### config.mk
export PLATFORM = sky130hd
export DESIGN_NAME = mips_multicycle_control
export DESIGN_NICKNAME = d
export VERILOG_FILES = /design/src/rtl/mips_ctrl_pkg.sv /design/src/rtl/mips_ctrl_outdec.sv /design/src/rtl/mips_multicycle_control.sv
export SDC_FILE = /design/constraint.sdc
export NUM_CORES = 1
export LEC_CHECK = 0
export ABC_CLOCK_PERIOD_IN_PS = 1300
export BUFFER_PORTS_ARGS = -buffer_cell sky130_fd_sc_hd__buf_2
export CAP_MARGIN = 20
export CORE_MARGIN = 2
export CORE_UTILIZATION = 39
export CTS_CLUSTER_SIZE = 24
export DETAILED_ROUTE_END_ITERATION = 10
export GPL_TIMING_DRIVEN = 0
export PLACE_DENSITY = 0.75
export SLEW_MARGIN = 10
export SYNTH_ARGS = -nofsm -noshare
export SYNTH_HDL_FRONTEND = slang
export SYNTH_SLANG_ARGS = --single-unit
### constraint.sdc
create_clock -name clk -period 1.3 [get_ports clk]
set_clock_uncertainty 0.05 [all_clocks]
set_input_delay 0.065 -clock clk [delete_from_list [all_inputs] [get_ports clk]]
set_output_delay 0.065 -clock clk [all_outputs]
set_load 0.03 [all_outputs]
### src/rtl/mips_ctrl_pkg.sv
// Shared encodings for the multi-cycle MIPS main control FSM.
// Optional mult/div support is enabled by defining MIPS_CTRL_MULDIV_EN.
package mips_ctrl_pkg;

    localparam int unsigned ISA_OPCODE_W = 6;
    localparam int unsigned ISA_FUNCT_W  = 6;

    localparam logic [ISA_OPCODE_W-1:0] OP_RTYPE = 6'b000000;
    localparam logic [ISA_OPCODE_W-1:0] OP_LW    = 6'b100011;
    localparam logic [ISA_OPCODE_W-1:0] OP_SW    = 6'b101011;
    localparam logic [ISA_OPCODE_W-1:0] OP_BEQ   = 6'b000100;
    localparam logic [ISA_OPCODE_W-1:0] OP_ADDI  = 6'b001000;
    localparam logic [ISA_OPCODE_W-1:0] OP_J     = 6'b000010;

    localparam logic [ISA_FUNCT_W-1:0] FN_MULT = 6'b011000;
    localparam logic [ISA_FUNCT_W-1:0] FN_DIV  = 6'b011010;
    localparam logic [ISA_FUNCT_W-1:0] FN_MFHI = 6'b010000;
    localparam logic [ISA_FUNCT_W-1:0] FN_MFLO = 6'b010010;

    localparam logic [1:0] ALUOP_ADD   = 2'b00;
    localparam logic [1:0] ALUOP_SUB   = 2'b01;
    localparam logic [1:0] ALUOP_ADDI  = 2'b10;
    localparam logic [1:0] ALUOP_FUNCT = 2'b11;

    localparam logic [1:0] SRCB_RT     = 2'b00;
    localparam logic [1:0] SRCB_FOUR   = 2'b01;
    localparam logic [1:0] SRCB_IMM    = 2'b10;
    localparam logic [1:0] SRCB_IMM_SH = 2'b11;

    localparam logic [1:0] PCSRC_ALU    = 2'b00;
    localparam logic [1:0] PCSRC_ALUOUT = 2'b01;
    localparam logic [1:0] PCSRC_JUMP   = 2'b10;

    typedef enum logic [3:0] {
        S_FETCH       = 4'd0,
        S_DECODE      = 4'd1,
        S_MEM_ADDR    = 4'd2,
        S_MEM_RD      = 4'd3,
        S_MEM_WB      = 4'd4,
        S_MEM_WR      = 4'd5,
        S_R_EXEC      = 4'd6,
        S_R_WB        = 4'd7,
        S_BRANCH      = 4'd8,
        S_ADDI_EXEC   = 4'd9,
        S_ADDI_WB     = 4'd10,
        S_JUMP        = 4'd11,
        S_MULDIV_WAIT = 4'd12
    } state_e;

    // Datapath control word produced by the state decoder.
    typedef struct packed {
        logic       pc_write;
        logic       pc_write_cond;
        logic       i_or_d;
        logic       mem_read;
        logic       mem_write;
        logic       ir_write;
        logic       mem_to_reg;
        logic       reg_dst;
        logic       reg_write;
        logic       alu_src_a;
        logic [1:0] alu_src_b;
        logic [1:0] alu_op;
        logic [1:0] pc_source;
        logic       hilo_write;
        logic       busy;
    } ctrl_t;

    function automatic logic opcode_legal(input logic [ISA_OPCODE_W-1:0] op);
        return (op == OP_RTYPE) || (op == OP_LW) || (op == OP_SW) ||
               (op == OP_BEQ) || (op == OP_ADDI) || (op == OP_J);
    endfunction

    function automatic logic is_muldiv(input logic [ISA_FUNCT_W-1:0] fn);
        return (fn == FN_MULT) || (fn == FN_DIV);
    endfunction

endpackage

### src/rtl/mips_ctrl_outdec.sv
// State -> datapath control decoder. Only the FETCH strobes look at mem_ready.
// MIPS_CTRL_MULDIV_EN adds the MULDIV_WAIT state and its hilo_write strobe.
module mips_ctrl_outdec
    import mips_ctrl_pkg::*;
(
    input  state_e state_i,
    input  logic   mem_ready_i,
`ifdef MIPS_CTRL_MULDIV_EN
    input  logic   cnt_zero_i,
`endif
    output ctrl_t  ctrl_o
);

    // Moore decode; unlisted encodings leave every control low.
    always_comb begin
        ctrl_o = '0;
        case (state_i)
            S_FETCH: begin
                ctrl_o.mem_read  = 1'b1;
                ctrl_o.alu_src_b = SRCB_FOUR;
                ctrl_o.alu_op    = ALUOP_ADD;
                ctrl_o.pc_source = PCSRC_ALU;
                ctrl_o.ir_write  = mem_ready_i;
                ctrl_o.pc_write  = mem_ready_i;
            end
            S_DECODE: begin
                ctrl_o.alu_src_b = SRCB_IMM_SH;
                ctrl_o.alu_op    = ALUOP_ADD;
                ctrl_o.busy      = 1'b1;
            end
            S_MEM_ADDR: begin
                ctrl_o.alu_src_a = 1'b1;
                ctrl_o.alu_src_b = SRCB_IMM;
                ctrl_o.alu_op    = ALUOP_ADD;
                ctrl_o.busy      = 1'b1;
            end
            S_MEM_RD: begin
                ctrl_o.mem_read = 1'b1;
                ctrl_o.i_or_d   = 1'b1;
                ctrl_o.busy     = 1'b1;
            end
            S_MEM_WB: begin
                ctrl_o.reg_write  = 1'b1;
                ctrl_o.mem_to_reg = 1'b1;
                ctrl_o.busy       = 1'b1;
            end
            S_MEM_WR: begin
                ctrl_o.mem_write = 1'b1;
                ctrl_o.i_or_d    = 1'b1;
                ctrl_o.busy      = 1'b1;
            end
            S_R_EXEC: begin
                ctrl_o.alu_src_a = 1'b1;
                ctrl_o.alu_src_b = SRCB_RT;
                ctrl_o.alu_op    = ALUOP_FUNCT;
                ctrl_o.busy      = 1'b1;
            end
            S_R_WB: begin
                ctrl_o.reg_write = 1'b1;
                ctrl_o.reg_dst   = 1'b1;
                ctrl_o.busy      = 1'b1;
            end
            S_BRANCH: begin
                ctrl_o.alu_src_a     = 1'b1;
                ctrl_o.alu_src_b     = SRCB_RT;
                ctrl_o.alu_op        = ALUOP_SUB;
                ctrl_o.pc_write_cond = 1'b1;
                ctrl_o.pc_source     = PCSRC_ALUOUT;
                ctrl_o.busy          = 1'b1;
            end
            S_ADDI_EXEC: begin
                ctrl_o.alu_src_a = 1'b1;
                ctrl_o.alu_src_b = SRCB_IMM;
                ctrl_o.alu_op    = ALUOP_ADDI;
                ctrl_o.busy      = 1'b1;
            end
            S_ADDI_WB: begin
                ctrl_o.reg_write = 1'b1;
                ctrl_o.busy      = 1'b1;
            end
            S_JUMP: begin
                ctrl_o.pc_write  = 1'b1;
                ctrl_o.pc_source = PCSRC_JUMP;
                ctrl_o.busy      = 1'b1;
            end
`ifdef MIPS_CTRL_MULDIV_EN
            S_MULDIV_WAIT: begin
                ctrl_o.hilo_write = cnt_zero_i;
                ctrl_o.busy       = 1'b1;
            end
`endif
            default: ctrl_o = '0;
        endcase
    end

endmodule

### src/rtl/mips_multicycle_control.sv
// Multi-cycle MIPS main control: per-instruction state sequence with memory handshake.
// Define MIPS_CTRL_MULDIV_EN to add mult/div occupancy tracking and hilo_write;
// without it mult/div funct codes are reported through illegal_op.
module mips_multicycle_control
    import mips_ctrl_pkg::*;
#(
    parameter int unsigned OPCODE_W   = 6,
    parameter int unsigned FUNCT_W    = 6,
    parameter int unsigned ALUOP_W    = 2
`ifdef MIPS_CTRL_MULDIV_EN
    ,
    parameter int unsigned MULDIV_LAT = 32
`endif
) (
    input  logic                clk,
    input  logic                rst,
    input  logic [OPCODE_W-1:0] opcode,
    input  logic [FUNCT_W-1:0]  funct,
    input  logic                mem_ready,
    output logic                pc_write,
    output logic                pc_write_cond,
    output logic                i_or_d,
    output logic                mem_read,
    output logic                mem_write,
    output logic                ir_write,
    output logic                mem_to_reg,
    output logic                reg_dst,
    output logic                reg_write,
    output logic                alu_src_a,
    output logic [1:0]          alu_src_b,
    output logic [ALUOP_W-1:0]  alu_op,
    output logic [1:0]          pc_source,
    output logic                hilo_write,
    output logic                illegal_op,
    output logic                busy
);

    logic [ISA_OPCODE_W-1:0] op;
    logic [ISA_FUNCT_W-1:0]  fn;
    state_e                  state_q;
    ctrl_t                   ctrl_c;
    ctrl_t                   ctrl_g;
    logic                    illegal_c;

    assign op = ISA_OPCODE_W'(opcode);
    assign fn = ISA_FUNCT_W'(funct);

`ifdef MIPS_CTRL_MULDIV_EN
    localparam int unsigned CNT_W = $clog2(MULDIV_LAT);
    logic [CNT_W-1:0] cnt_q;
    logic             cnt_zero_c;
    assign cnt_zero_c = (cnt_q == '0);
`endif

    // State sequencing (and mult/div occupancy counter when enabled).
    always_ff @(posedge clk or posedge rst) begin
        if (rst) begin
            state_q <= S_FETCH;
`ifdef MIPS_CTRL_MULDIV_EN
            cnt_q   <= '0;
`endif
        end else begin
            case (state_q)
                S_FETCH:     if (mem_ready) state_q <= S_DECODE;
                S_DECODE: begin
                    case (op)
                        OP_RTYPE:     state_q <= S_R_EXEC;
                        OP_LW, OP_SW: state_q <= S_MEM_ADDR;
                        OP_BEQ:       state_q <= S_BRANCH;
                        OP_ADDI:      state_q <= S_ADDI_EXEC;
                        OP_J:         state_q <= S_JUMP;
                        default:      state_q <= S_FETCH;
                    endcase
                end
                S_MEM_ADDR:  state_q <= (op == OP_LW) ? S_MEM_RD : S_MEM_WR;
                S_MEM_RD:    if (mem_ready) state_q <= S_MEM_WB;
                S_MEM_WB:    state_q <= S_FETCH;
                S_MEM_WR:    if (mem_ready) state_q <= S_FETCH;
`ifdef MIPS_CTRL_MULDIV_EN
                S_R_EXEC: begin
                    if (is_muldiv(fn)) begin
                        state_q <= S_MULDIV_WAIT;
                        cnt_q   <= CNT_W'(MULDIV_LAT - 1);
                    end else begin
                        state_q <= S_R_WB;
                    end
                end
                S_MULDIV_WAIT: begin
                    if (cnt_zero_c) state_q <= S_FETCH;
                    else            cnt_q   <= cnt_q - CNT_W'(1);
                end
`else
                S_R_EXEC:    state_q <= is_muldiv(fn) ? S_FETCH : S_R_WB;
`endif
                S_R_WB:      state_q <= S_FETCH;
                S_BRANCH:    state_q <= S_FETCH;
                S_ADDI_EXEC: state_q <= S_ADDI_WB;
                S_ADDI_WB:   state_q <= S_FETCH;
                S_JUMP:      state_q <= S_FETCH;
                default:     state_q <= S_FETCH;
            endcase
        end
    end

    mips_ctrl_outdec u_outdec (
        .state_i     (state_q),
        .mem_ready_i (mem_ready),
`ifdef MIPS_CTRL_MULDIV_EN
        .cnt_zero_i  (cnt_zero_c),
`endif
        .ctrl_o      (ctrl_c)
    );

    // Unsupported opcode in DECODE, or mult/div funct with no mult/div unit.
`ifdef MIPS_CTRL_MULDIV_EN
    assign illegal_c = (state_q == S_DECODE) && !opcode_legal(op);
`else
    assign illegal_c = ((state_q == S_DECODE) && !opcode_legal(op)) ||
                       ((state_q == S_R_EXEC) && is_muldiv(fn));
`endif

    // Everything is held low while reset is asserted.
    assign ctrl_g        = rst ? '0 : ctrl_c;
    assign illegal_op    = illegal_c & ~rst;
    assign pc_write      = ctrl_g.pc_write;
    assign pc_write_cond = ctrl_g.pc_write_cond;
    assign i_or_d        = ctrl_g.i_or_d;
    assign mem_read      = ctrl_g.mem_read;
    assign mem_write     = ctrl_g.mem_write;
    assign ir_write      = ctrl_g.ir_write;
    assign mem_to_reg    = ctrl_g.mem_to_reg;
    assign reg_dst       = ctrl_g.reg_dst;
    assign reg_write     = ctrl_g.reg_write;
    assign alu_src_a     = ctrl_g.alu_src_a;
    assign alu_src_b     = ctrl_g.alu_src_b;
    assign alu_op        = ALUOP_W'(ctrl_g.alu_op);
    assign pc_source     = ctrl_g.pc_source;
    assign hilo_write    = ctrl_g.hilo_write;
    assign busy          = ctrl_g.busy;

endmodule

==> summary.txt, run 1 <==
Synthesis
  – Fraction of the yosys area taken by sequential cells: 16.4%
  – Mean cell area of the mapped netlist: around 6.9 µm²
  – Cell count after synthesis: 89
  – Nets in the synthesized netlist: 104
  – Cell variety after synth: 37
  – Yosys warning count: 0
  – Flops & latches, synth: 4
  – Post-synthesis instance area: 611 µm²

Clock tree
  – Maximum count of clock buffers along a single path: 2
  – Clock sink total: 4
  – Post-cts gate resize count: 62
  – Depth of the CTS H-tree: 1
  – Root buffer selected by CTS: clkbuf_4
  – # hold bufs at CTS: 1
  – Post-CTS setup buffers: 22
  – Total CTS buffers: 3

Die
  – Initial core utilization: between 40% and 50%
  – Count of pins on the block boundary: 34
  – Row count: 14
  – Width of the chip: 43.6 µm
  – Die Y-Extent: 43.6 µm

Placed design
  – Number of port buffers: 30
  – Number of placed cells counting well taps: 135
  – Placed wire-length estimate: 1460 µm
  – Routability congestion estimate: 0.802

Run status
  – Error text reported by the tool: [ERROR DPL-0033] detailed placement checks failed during check placement.
  – Outcome: did not finish
  – Last stage reached: clock tree synthesis
through the flow:
stage | hold slack [ns] | TNS, ns | area (µm²) | worst slack [ns] | util [%]
after detailed placement | -0.0489 | -2.29 | 980 | -0.340 | 65.8
after floorplan | -0.194 | -0.885 | 810 | -0.145 | -
after global placement | -0.0604 | -2.15 | 980 | -0.338 | 65.8
cells in the mapped netlist, drive strengths merged:
master	number	area share, %
or2	1	1.0
o31ai	2	3.3
a221oi	1	1.4
o41ai	1	1.4
clkbuf	6	3.7
or4b	1	1.6
o22ai	1	1.0
xor2	2	2.9
buf	4	4.1
conb	1	0.61
and3	2	2.0
o32ai	1	1.4
nor4	3	3.1
nor3	8	6.6
o211ai	1	1.2
or3	1	1.0
nand2b	2	2.0
a211oi	1	1.2
a21oi	2	1.6
o21a	2	2.5
o2111ai	1	1.4
a31oi	2	2.0
nor4b	1	3.9
nand3b	1	1.2
nand2	6	3.7
or4	3	4.3
xnor2	2	2.9
nor2	9	5.5
o21ba	1	1.6
dfrtp	4	16
o21ai	6	4.9
inv	3	1.8
nand3	4	3.3
nor2b	3	3.1
kinds of logic after synthesis:
kind of cell / synth area share, %
other: 0.614
flip-flops: 16.4
XOR/XNOR: 5.74
buffers and inverters: 9.63
AND/OR/NAND/NOR: 42.4
AO/OA/AOI/OAI: 25.2
==> inputs of run 2 (changes only) <==
ABC_CLOCK_PERIOD_IN_PS = 1690   (was 1300)
CORE_AREA = 2 2 63 65   (was default)
CORE_MARGIN = default   (was 2)
CORE_UTILIZATION = default   (was 39)
CTS_CLUSTER_SIZE = default   (was 24)
DIE_AREA = 0 0 65 67   (was default)
PLACE_DENSITY = default   (was 0.75)
PLACE_DENSITY_LB_ADDON = 0.15   (was default)
clock period = 1.69 ns   (was 1.3 ns; I/O delays follow)
==> summary.txt, run 2 <==
Final layout
  – Largest registers: state_q: 4 flops
  – Area grow syn2layout: 70.9%
  – Number of nets in the finished design: 145
  – Fill cells: 408
  – # diodes: 0
  – Fraction of final layout cells sized beyond drive strength 1: 55.5%
  – Summed area of non-filler cells in the final layout: approximately 0.0010 mm²
  – Largest reg by FF count: state_q
  – Largest register FFs: 4
  – Most common cell after layout, fill and taps aside: buf_2
  – Commonest non-fill, non-tap cells in the layout: 28 x buf_2, 10 x buf_4, 8 x nor2_1

Placed design
  – Total cell area at the placement stage: 853 µm² (-13%)
  – Placed wire-length estimate: 1640 µm (+12%)
  – Number of port buffers: 30 (unchanged)
  – Pre-CTS WS: -0.215 ns (+0.125 ns)
  – Routability congestion estimate: 0.767 (-4.4%)

Die
  – Area of the core: around 0.0036 mm²
  – Row count: 22 (+8)
  – Count of pins on the block boundary: 34 (unchanged)
  – Die Y-Extent: 67 µm (+54%)
  – Die Outline Area: 0.00436 mm²
  – Initial core utilization: 16.9% (-24 points)
  – Width of the chip: 65 µm (+49%)

STA
  – Final slew viol count: 0
  – Final number of setup-violating endpoints: 1
  – Worst Setup Slack, final: -0.00233 ns
  – Setup repair after global routing missed its margin: true
  – Number of hold-slack violations in the final timing report: 0
  – Final critical path time including I/O delays and setup: 1.69 ns
  – Ratio of final minimum period to clock period: 100%
  – Sum of negative setup slack: -0.00233 ns
  – Headroom to the max-slew limit: 55.5%
  – Worst Tran Pin Value: around 0.66 ns
  – Peak clock frequency supported by timing: 591 MHz

Global routing
  – Global-route wire length before repair: ~3300 µm
  – Pin count of the biggest net entering global routing: 11
  – Tot GR Track Use: approximately a tenth
  – GRT overflow: 0
  – Vias in the first global route: 730
  – Number of antenna violations at the first check in global routing: 0

Synthesis
  – Post-synthesis instance area: 611 µm² (unchanged)
  – Cell count after synthesis: 89 (unchanged)
  – Cell variety after synth: 37 (unchanged)
  – Most frequent cell after synthesis: nor2_1
  – Number of enable-type register cells in the synthesized netlist: 0 (unchanged)
  – Leading register cell type out of synthesis: dfrtp_1
  – Mean cell area of the mapped netlist: 6.86 µm² (unchanged)
  – Fraction of the yosys area taken by sequential cells: 16.4% (unchanged)
  – Cell taking the most area after synthesis: dfrtp_1
  – Nets in the synthesized netlist: 104 (unchanged)
  – Area share of the largest cell type after synthesis: 16.4% (unchanged)
  – Async set or reset register ratio after synthesis: 100% (unchanged)
  – Most instantiated cells after synthesis: 9 x nor2_1, 8 x nor3_1, 6 x clkbuf_1, 6 x nand2_1, 6 x o21ai_0
  – Yosys warning count: 0 (unchanged)
  – Largest cells by area after synthesis: dfrtp_1 16%, nor3_1 6.6%, nor2_1 5.5%
  – Flops & latches, synth: 4 (unchanged)

Clock tree
  – Register clock-pin slew on the reported worst setup and hold paths: 0.03 ns
  – TritonCTS clock tree: done
  – Insertion delay of the later-clocked pin in the worst-skew pair: 0.21 ns
  – Maximum count of clock buffers along a single path: 2 (unchanged)
  – Total CTS buffers: 3 (unchanged)
  – Depth of the CTS H-tree: 1 (unchanged)
  – Clock sink total: 4 (unchanged)
  – Root buffer selected by CTS: clkbuf_8

Routing
  – Via count: 810
  – Initial DRC Count: 13
  – Number of design rule violations left after detail routing: 0
  – DR pass1 iterations: 4
  – Routed WL per cell: 11.9 µm
  – Number of antenna-violating nets in the routed design: 0
  – Wire length reported by the detailed router: 2090 µm
  – Post-DR vias/cell: about 4.6

Critical path
  – Reg2Reg Depth: 4
  – R2r startpoint: state_q[1]$_DFFE_PP0P_
  – CP max stage delay: 0.40 ns
  – Worst setup SP type: register
  – Maximum fanout along the worst path: 10
  – Req. time, crit path: 1.56 ns
  – Cell at the slowest stage of the critical path: or3_4
  – Cell chain of the critical path: buf_6, inv_4, nand3_4, or3_4, o22ai_4, buf_6
  – Critical path buffer and inverter count: 3
  – Cell repeated most along the worst path: buf_6
  – Worst R2R End: state_q[0]$_DFFE_PP0P_
  – Critical path type: reg2out
  – Endpoint class of the critical path: output port
  – Origin of the worst setup path: state_q[3]$_DFFE_PP0P_
  – CP top delay family: simple AND/OR/NAND/NOR gates
  – Arrival time of data at the critical path endpoint: about 1.6 ns
  – Register-to-register setup slack: 0.12 ns

Power
  – Cell area power density: 497 mW/mm²
  – Highest ir drop seen on vdd: 0.000308 V
  – Leakage power: 0.000452 µW
  – Power, Total: 519 µW

Worst hold path
  – Hold path cells: 3
  – Hold Path Origin: mem_ready
  – Endpoint, Worst Hold: state_q[0]$_DFFE_PP0P_
  – Worst min-delay path class: in2reg

Run
  – Maximum Capacitance Violations: 0

Run status
  – Violations in the final reports: setup timing
  – Outcome: finished with violations
-- run 2: routing by layer --
layer  part of all wire, %  vias to the layer above  GRT usage (%)
met4                     0                        0          0.798
met1                    50                      372           13.7
met5                     0                        -              0
met3                   6.5                        0           1.69
li1                      -                      404              -
met2                    44                       34           16.4
-- run 2: repair_timing --
action,in CTS,in global routing
endpoints found under the setup margin,15,9
hold buffers,1,0
resized for setup,23,12
buffers inserted,3,3
pin swaps,2,3
hold endpoints to repair,4,0
-- run 2: cells by family after synthesis --
group / Yosys count / share of synthesized area (%)
AND/OR/NAND/NOR: 45 / 42.4
AO/OA/AOI/OAI: 22 / 25.2
buffers and inverters: 13 / 9.63
XOR/XNOR: 4 / 5.74
flip-flops: 4 / 16.4
other: 1 / 0.614
-- run 2: worst max path at each step --
stage	slack [ns]	endpoint	cells after the start
floorplan	-0.17	alu_src_b[0]	3
global placement	-0.23	illegal_op	5
detailed placement	-0.21	illegal_op	5
CTS	-0.02	illegal_op	6
global route	-0.05	illegal_op	6
finish	-0.002	illegal_op	6
-- run 2: final cells by class --
| type | count | area (µm²) | share of cell area [%] |
|---|---|---|---|
| clock buffers | 3 | 41.3 | 3.96 |
| well taps | 48 | 60.1 | 5.76 |
| inverters | 3 | 13.8 | 1.32 |
| plain buffers | 9 | 68.8 | 6.59 |
| repair buffers | 37 | 219 | 21.0 |
| flip-flops and latches | 4 | 104 | 9.95 |
| multi-input cells | 72 | 537 | 51.4 |
-- run 2: power breakdown --
| part | total [µW] | switching [µW] | internal, µW |
|---|---|---|---|
| logic | 213 | 127 | 85.8 |
| registers | 113 | 11.1 | 102 |
| clock network | 193 | 42.2 | 151 |
-- run 2: worst min-delay path, stage by stage --
cell      delay (ns)
buf_2           0.14
or4b_2          0.13
o211ai_1        0.09
-- run 2: metrics by stage --
stage	util, %	std cells	hold WS, ns
3_5_place_dp	23.7	167	-0.0400
3_3_place_gp	23.7	167	-0.0423
6_report	28.9	176	0.239
4_1_cts	27.3	173	0.232
5_1_grt	28.9	176	0.258
2_1_floorplan	-	89	-0.183
Power figures use the tool's default switching activity.
==> inputs of run 3 (changes only) <==
ABC_CLOCK_PERIOD_IN_PS = 1700   (was 1690)
clock period = 1.7 ns   (was 1.69 ns; I/O delays follow)
==> summary.txt, run 3 (synthesis results as in run 2) <==
Run status
  – Outcome: finished clean

Critical path
  – Req. time, crit path: 1.56 ns (about the same)
  – Origin of the worst setup path: state_q[3]$_DFFE_PP0P_
  – Reg2Reg Depth: 4 (unchanged)
  – CP max stage delay: 0.40 ns (about the same)
  – R2r startpoint: state_q[1]$_DFFE_PP0P_
  – CP top delay family: simple AND/OR/NAND/NOR gates
  – Register-to-register setup slack: 0.13 ns (about the same)
  – Cell chain of the critical path: buf_6, inv_4, nand3_4, or3_4, o22ai_4, buf_6
  – Worst R2R End: state_q[0]$_DFFE_PP0P_
  – Critical path type: reg2out
  – Worst setup SP type: register
  – Maximum fanout along the worst path: 10 (unchanged)
  – Cell repeated most along the worst path: buf_6
  – Cell at the slowest stage of the critical path: or3_4
  – Arrival time of data at the critical path endpoint: 1.56 ns (about the same)
  – Critical path buffer and inverter count: 3 (unchanged)
  – Endpoint class of the critical path: output port

Routing
  – Number of antenna-violating nets in the routed design: 0 (unchanged)
  – Wire length reported by the detailed router: 2090 µm (unchanged)
  – Number of design rule violations left after detail routing: 0 (unchanged)
  – Via count: 810 (unchanged)
  – Post-DR vias/cell: 4.60 (unchanged)
  – Routed WL per cell: 11.9 µm (unchanged)
  – Initial DRC Count: 13 (unchanged)
  – DR pass1 iterations: 4 (unchanged)

Global routing
  – GRT overflow: 0 (unchanged)
  – Vias in the first global route: 730 (unchanged)
  – Pin count of the biggest net entering global routing: 11 (unchanged)
  – Number of antenna violations at the first check in global routing: 0 (unchanged)
  – Tot GR Track Use: 9.83% (unchanged)
  – Global-route wire length before repair: 3350 µm (unchanged)

Clock tree
  – Depth of the CTS H-tree: 1 (unchanged)
  – Root buffer selected by CTS: clkbuf_8
  – Maximum count of clock buffers along a single path: 2 (unchanged)
  – Insertion delay of the later-clocked pin in the worst-skew pair: 0.21 ns (about the same)
  – TritonCTS clock tree: done
  – Total CTS buffers: 3 (unchanged)
  – Clock sink total: 4 (unchanged)
  – Register clock-pin slew on the reported worst setup and hold paths: 0.03 ns (about the same)

Final layout
  – Area grow syn2layout: 70.9% (unchanged)
  – Fraction of final layout cells sized beyond drive strength 1: 55.5% (unchanged)
  – # diodes: 0 (unchanged)
  – Fill cells: 408 (unchanged)
  – Commonest non-fill, non-tap cells in the layout: 28 x buf_2, 9 x buf_4, 8 x nor2_1
  – Summed area of non-filler cells in the final layout: 0.00104 mm² (unchanged)
  – Largest register FFs: 4 (unchanged)
  – Post-Layout Cell Count: 176 (unchanged)
  – Largest registers: state_q: 4 flops
  – Largest reg by FF count: state_q
  – Number of nets in the finished design: 145 (unchanged)
  – Most common cell after layout, fill and taps aside: buf_2

Die
  – Count of pins on the block boundary: 34 (unchanged)
  – Die Outline Area: 0.00436 mm² (unchanged)
  – Row count: 22 (unchanged)
  – Initial core utilization: 16.9% (unchanged)
  – Die Y-Extent: 67 µm (unchanged)
  – Width of the chip: 65 µm (unchanged)
  – Area of the core: 0.00361 mm² (unchanged)

Placed design
  – Placed wire-length estimate: 1640 µm (unchanged)
  – Number of placed cells counting well taps: 167 (unchanged)
  – Total cell area at the placement stage: 853 µm² (unchanged)
  – Routability congestion estimate: 0.767 (unchanged)
  – Number of port buffers: 30 (unchanged)

STA
  – Worst Tran Pin Value: 0.661 ns (unchanged)
  – Sum of negative setup slack: 0 ns (+0.00233 ns)
  – Final number of setup-violating endpoints: 0 (-1)
  – Final critical path time including I/O delays and setup: 1.69 ns
  – Worst Hold Slack: 0.239 ns (+0.000500 ns)
  – Setup repair after global routing missed its margin: true
  – Ratio of final minimum period to clock period: 99.6%
  – Number of hold-slack violations in the final timing report: 0 (unchanged)
  – Final slew viol count: 0 (unchanged)
  – Headroom to the max-slew limit: 55.5% (unchanged)
  – Peak clock frequency supported by timing: 591 MHz

Worst hold path
  – Endpoint, Worst Hold: state_q[0]$_DFFE_PP0P_
  – Hold Path Origin: mem_ready
  – Hold path cells: 3 (unchanged)
  – Worst min-delay path class: in2reg

Power
  – Leakage power: 0.000451 µW (-0.13%)
  – Power, Total: 515 µW (-0.60%)
  – Cell area power density: 494 mW/mm² (-0.60%)
  – Highest ir drop seen on vdd: 0.000306 V (-0.59%)

Run
  – Maximum Capacitance Violations: 0 (unchanged)
[run 3: how the worst max path moves through the flow]
stage / to / slack (ns) / cells past startpoint
4_1_cts: illegal_op / -0.01 / 6
3_3_place_gp: illegal_op / -0.22 / 5
3_5_place_dp: illegal_op / -0.21 / 5
5_1_grt: illegal_op / -0.04 / 6
2_1_floorplan: alu_src_b[0] / -0.16 / 3
6_report: illegal_op / 0.007 / 6
[run 3: through the flow]
step | setup WS [ns] | utilization (%)
after floorplan | -0.160 | -
after global placement | -0.219 | 23.7
after detailed placement | -0.205 | 23.7
after CTS | -0.0117 | 27.3
after global routing | -0.0430 | 28.9
final | 0.00717 | 28.9
[run 3: worst min-delay path, stage by stage]
cell and delay (ns):
buf_2 0.14, or4b_2 0.13, o211ai_1 0.09
[run 3: area by class of cell]
| class | instances | area (µm²) | area share [%] |
|---|---|---|---|
| multi-input combinational | 72 | 537 | 51.4 |
| timing repair buffer | 37 | 219 | 21.0 |
| sequential | 4 | 104 | 9.95 |
| buffer | 9 | 68.8 | 6.59 |
| tap | 48 | 60.1 | 5.76 |
| clock buffer | 3 | 41.3 | 3.96 |
| inverter | 3 | 13.8 | 1.32 |
[run 3: per-layer routing]
layer,GRT usage [%],vias up,wire length (µm)
li1,-,404,-
met1,13.7,372,1050
met2,16.4,34,912
met3,1.69,0,135
met4,0.798,0,0
met5,0,-,0
[run 3: what timing repair did]
action | 4_1_cts | 5_1_grt
hold buffers | 1 | 0
setup buffers | 3 | 3
gates resized for setup | 23 | 11
hold endpoints to repair | 4 | 0
setup endpoints to repair | 14 | 9
pin swaps | 2 | 3
[run 3: power breakdown]
group          switching [µW]  internal, µW  total [µW]
clock network            41.9           150         192
logic                     126          85.3         211
registers                11.0           101         112
==> inputs of run 4 (changes only) <==
PLACE_DENSITY = 0.45   (was default)
PLACE_DENSITY_LB_ADDON = default   (was 0.15)
==> summary.txt, run 4 (synthesis results as in run 2) <==
Final layout
  – Post-Layout Cell Count: 176 (unchanged)
  – Largest register FFs: 4 (unchanged)
  – Summed area of non-filler cells in the final layout: 0.00102 mm² (-1.8%)
  – Core utilization of the finished layout: 28.4% (-0.52 points)
  – Fill cells: 402 (-1.5%)
  – Largest reg by FF count: state_q
  – Area of the multi-input gates: 523 µm² (-2.6%)
  – Largest registers: state_q: 4 flops
  – Most common cell after layout, fill and taps aside: buf_2
  – Commonest non-fill, non-tap cells in the layout: 29 x buf_2, 10 x buf_4, 8 x nor2_1
  – Fraction of final layout cells sized beyond drive strength 1: 53.9% (-1.6 points)
  – Number of nets in the finished design: 145 (unchanged)
  – # diodes: 0 (unchanged)
  – FF+latch area: 104 µm² (unchanged)
  – Area grow syn2layout: 67.8%

Critical path
  – R2r startpoint: state_q[2]$_DFFE_PP0P_
  – Maximum fanout along the worst path: 9 (-1)
  – Critical path type: reg2out
  – Register-to-register setup slack: 0.11 ns (-0.02 ns)
  – Req. time, crit path: 1.56 ns (about the same)
  – Worst R2R End: state_q[0]$_DFFE_PP0P_
  – Endpoint class of the critical path: output port
  – Reg2Reg Depth: 4 (unchanged)
  – Arrival time of data at the critical path endpoint: 1.57 ns (about the same)
  – CP max stage delay: 0.36 ns (-0.04 ns)
  – Cell at the slowest stage of the critical path: dfrtp_1
  – Critical path buffer and inverter count: 2 (-1)
  – Worst setup SP type: register
  – CP top delay family: simple AND/OR/NAND/NOR gates
  – Cell chain of the critical path: buf_6, nor3_1, and3_1, or2_2, buf_2

STA
  – Final slew viol count: 0 (unchanged)
  – Final critical path time including I/O delays and setup: 1.71 ns (+0.0151 ns)
  – Setup repair after global routing missed its margin: true
  – Ratio of final minimum period to clock period: 100% (+0.89 points)
  – Worst Setup Slack, final: -0.00789 ns (-0.0151 ns)
  – Worst Tran Pin Value: 0.709 ns (+0.0485 ns)
  – Number of hold-slack violations in the final timing report: 0 (unchanged)
  – Final number of setup-violating endpoints: 1 (+1)
  – Peak clock frequency supported by timing: 586 MHz (-0.88%)
  – Headroom to the max-slew limit: 52.3% (-3.3 points)

Placed design
  – Number of port buffers: 30 (unchanged)
  – Placed wire-length estimate: 1630 µm (-0.61%)
  – Number of placed cells counting well taps: 167 (unchanged)
  – Routability congestion estimate: 0.761 (-0.69%)
  – Total cell area at the placement stage: 853 µm² (unchanged)

Worst hold path
  – Endpoint, Worst Hold: state_q[0]$_DFFE_PP0P_
  – Worst min-delay path class: in2reg
  – Hold path cells: 3 (unchanged)
  – Hold Path Origin: mem_ready

Power
  – Logic pwr share: 40.8% (-0.2 points)
  – Leakage power: 0.000446 µW (-1.2%)
  – Cell area power density: 503 mW/mm² (+1.9%)
  – Relative contribution of sequential cells to total power: 21.7% (about the same)
  – Highest ir drop seen on vdd: 0.000168 V (-45%)
  – Power, Total: 516 µW (about the same)
  – Psw: 180 µW (+0.83%)
  – Relative contribution of the clock network to total power: 37.5% (+0.2 points)
  – Internal Power: 336 µW (-0.32%)
  – Switching portion of total power: 35.0% (+0.26 points)

Global routing
  – Number of antenna violations at the first check in global routing: 0 (unchanged)
  – Vias in the first global route: 776 (+6.3%)
  – Tot GR Track Use: 10.9% (+1.1 points)
  – Pin count of the biggest net entering global routing: 11 (unchanged)
  – GRT overflow: 0 (unchanged)
  – Global-route wire length before repair: 3660 µm (+9.3%)

Routing
  – Initial DRC Count: 13 (unchanged)
  – Number of antenna-violating nets in the routed design: 0 (unchanged)
  – Wire length reported by the detailed router: 2210 µm (+5.4%)
  – Post-DR vias/cell: 4.64 (+0.86%)
  – DR pass1 iterations: 4 (unchanged)
  – Routed WL per cell: 12.5 µm (+5.4%)
  – Via count: 817 (+0.86%)
  – Number of design rule violations left after detail routing: 0 (unchanged)

Clock tree
  – Total CTS buffers: 3 (unchanged)
  – TritonCTS clock tree: done
  – Register clock-pin slew on the reported worst setup and hold paths: 0.03 ns (about the same)
  – Maximum count of clock buffers along a single path: 2 (unchanged)
  – Root buffer selected by CTS: clkbuf_8
  – Insertion delay of the later-clocked pin in the worst-skew pair: 0.21 ns (about the same)
  – Depth of the CTS H-tree: 1 (unchanged)
  – Clock sink total: 4 (unchanged)

Die
  – Width of the chip: 65 µm (unchanged)
  – Die Outline Area: 0.00436 mm² (unchanged)
  – Die Y-Extent: 67 µm (unchanged)
  – Count of pins on the block boundary: 34 (unchanged)
  – Initial core utilization: 16.9% (unchanged)
  – Area of the core: 0.00361 mm² (unchanged)
  – Row count: 22 (unchanged)

Run
  – Maximum Capacitance Violations: 0 (unchanged)

Run status
  – Outcome: finished with violations
  – Violations in the final reports: setup timing
[run 4: cell types whose count changed in the layout (fill, tap and decap cells not counted)]
cell,previous run,this run
nor3_1,4,5
clkbuf_8,4,3
nand2_1,5,6
clkbuf_4,4,2
buf_4,9,10
nand2_2,1,0
buf_2,28,29
buf_6,2,3
nor3_4,1,0
[run 4: metal layers]
layer | wire (µm) | GRT usage (%)
met2 | 1150 | 18.2
met5 | 0 | 0
met3 | 68 | 1.35
met1 | 956 | 14.1
met4 | 27 | 4.79
[run 4: worst min-delay path: cells and delay by family]
kind                   cells  cell delay [ns]
AOI/OAI and AO/OA          1             0.09
buffers and inverters      1             0.12
and+or+nand+nor            1             0.12
[run 4: area by class of cell]
cell class	count	share of cell area [%]
multi-input cells	72	51.0
repair buffers	37	21.4
inverters	3	1.34
plain buffers	9	6.23
well taps	48	5.86
clock buffers	3	4.03
flip-flops and latches	4	10.1
[run 4: how the worst max path moves through the flow]
| stage | start | depth (start not counted) | end |
|---|---|---|---|
| finish | state_q[3]$_DFFE_PP0P_ | 5 | pc_write |
| global placement | state_q[2]$_DFFE_PP0P_ | 5 | illegal_op |
| CTS | state_q[3]$_DFFE_PP0P_ | 6 | illegal_op |
| detailed placement | state_q[1]$_DFFE_PP0P_ | 5 | illegal_op |
| global route | state_q[3]$_DFFE_PP0P_ | 5 | pc_write |
| floorplan | state_q[3]$_DFFE_PP0P_ | 3 | alu_src_b[0] |
[run 4: timing repair]
item	4_1_cts	5_1_grt
setup endpoints to repair	14	10
setup buffers	3	3
pin swaps	2	0
hold buffers	1	0
endpoints found under the hold margin	4	0
resized for setup	17	16
[run 4: power groups by stage]
stage | registers, µW | clock network, µW | logic, µW
after floorplan | 103 | 0 | 132
after global placement | 103 | 0 | 187
after detailed placement | 104 | 0 | 189
after CTS | 111 | 199 | 199
after global routing | 113 | 208 | 229
final | 112 | 194 | 211
[run 4: per-stage QoR]
step | setup WS [ns] | hold slack, ns | setup TNS (ns)
finish | -0.00789 | 0.223 | -0.00789
global route | -0.0661 | 0.239 | -0.155
CTS | -0.0514 | 0.216 | -0.0538
global placement | -0.214 | -0.0409 | -0.275
floorplan | -0.160 | -0.182 | -0.346
detailed placement | -0.221 | -0.0354 | -0.316
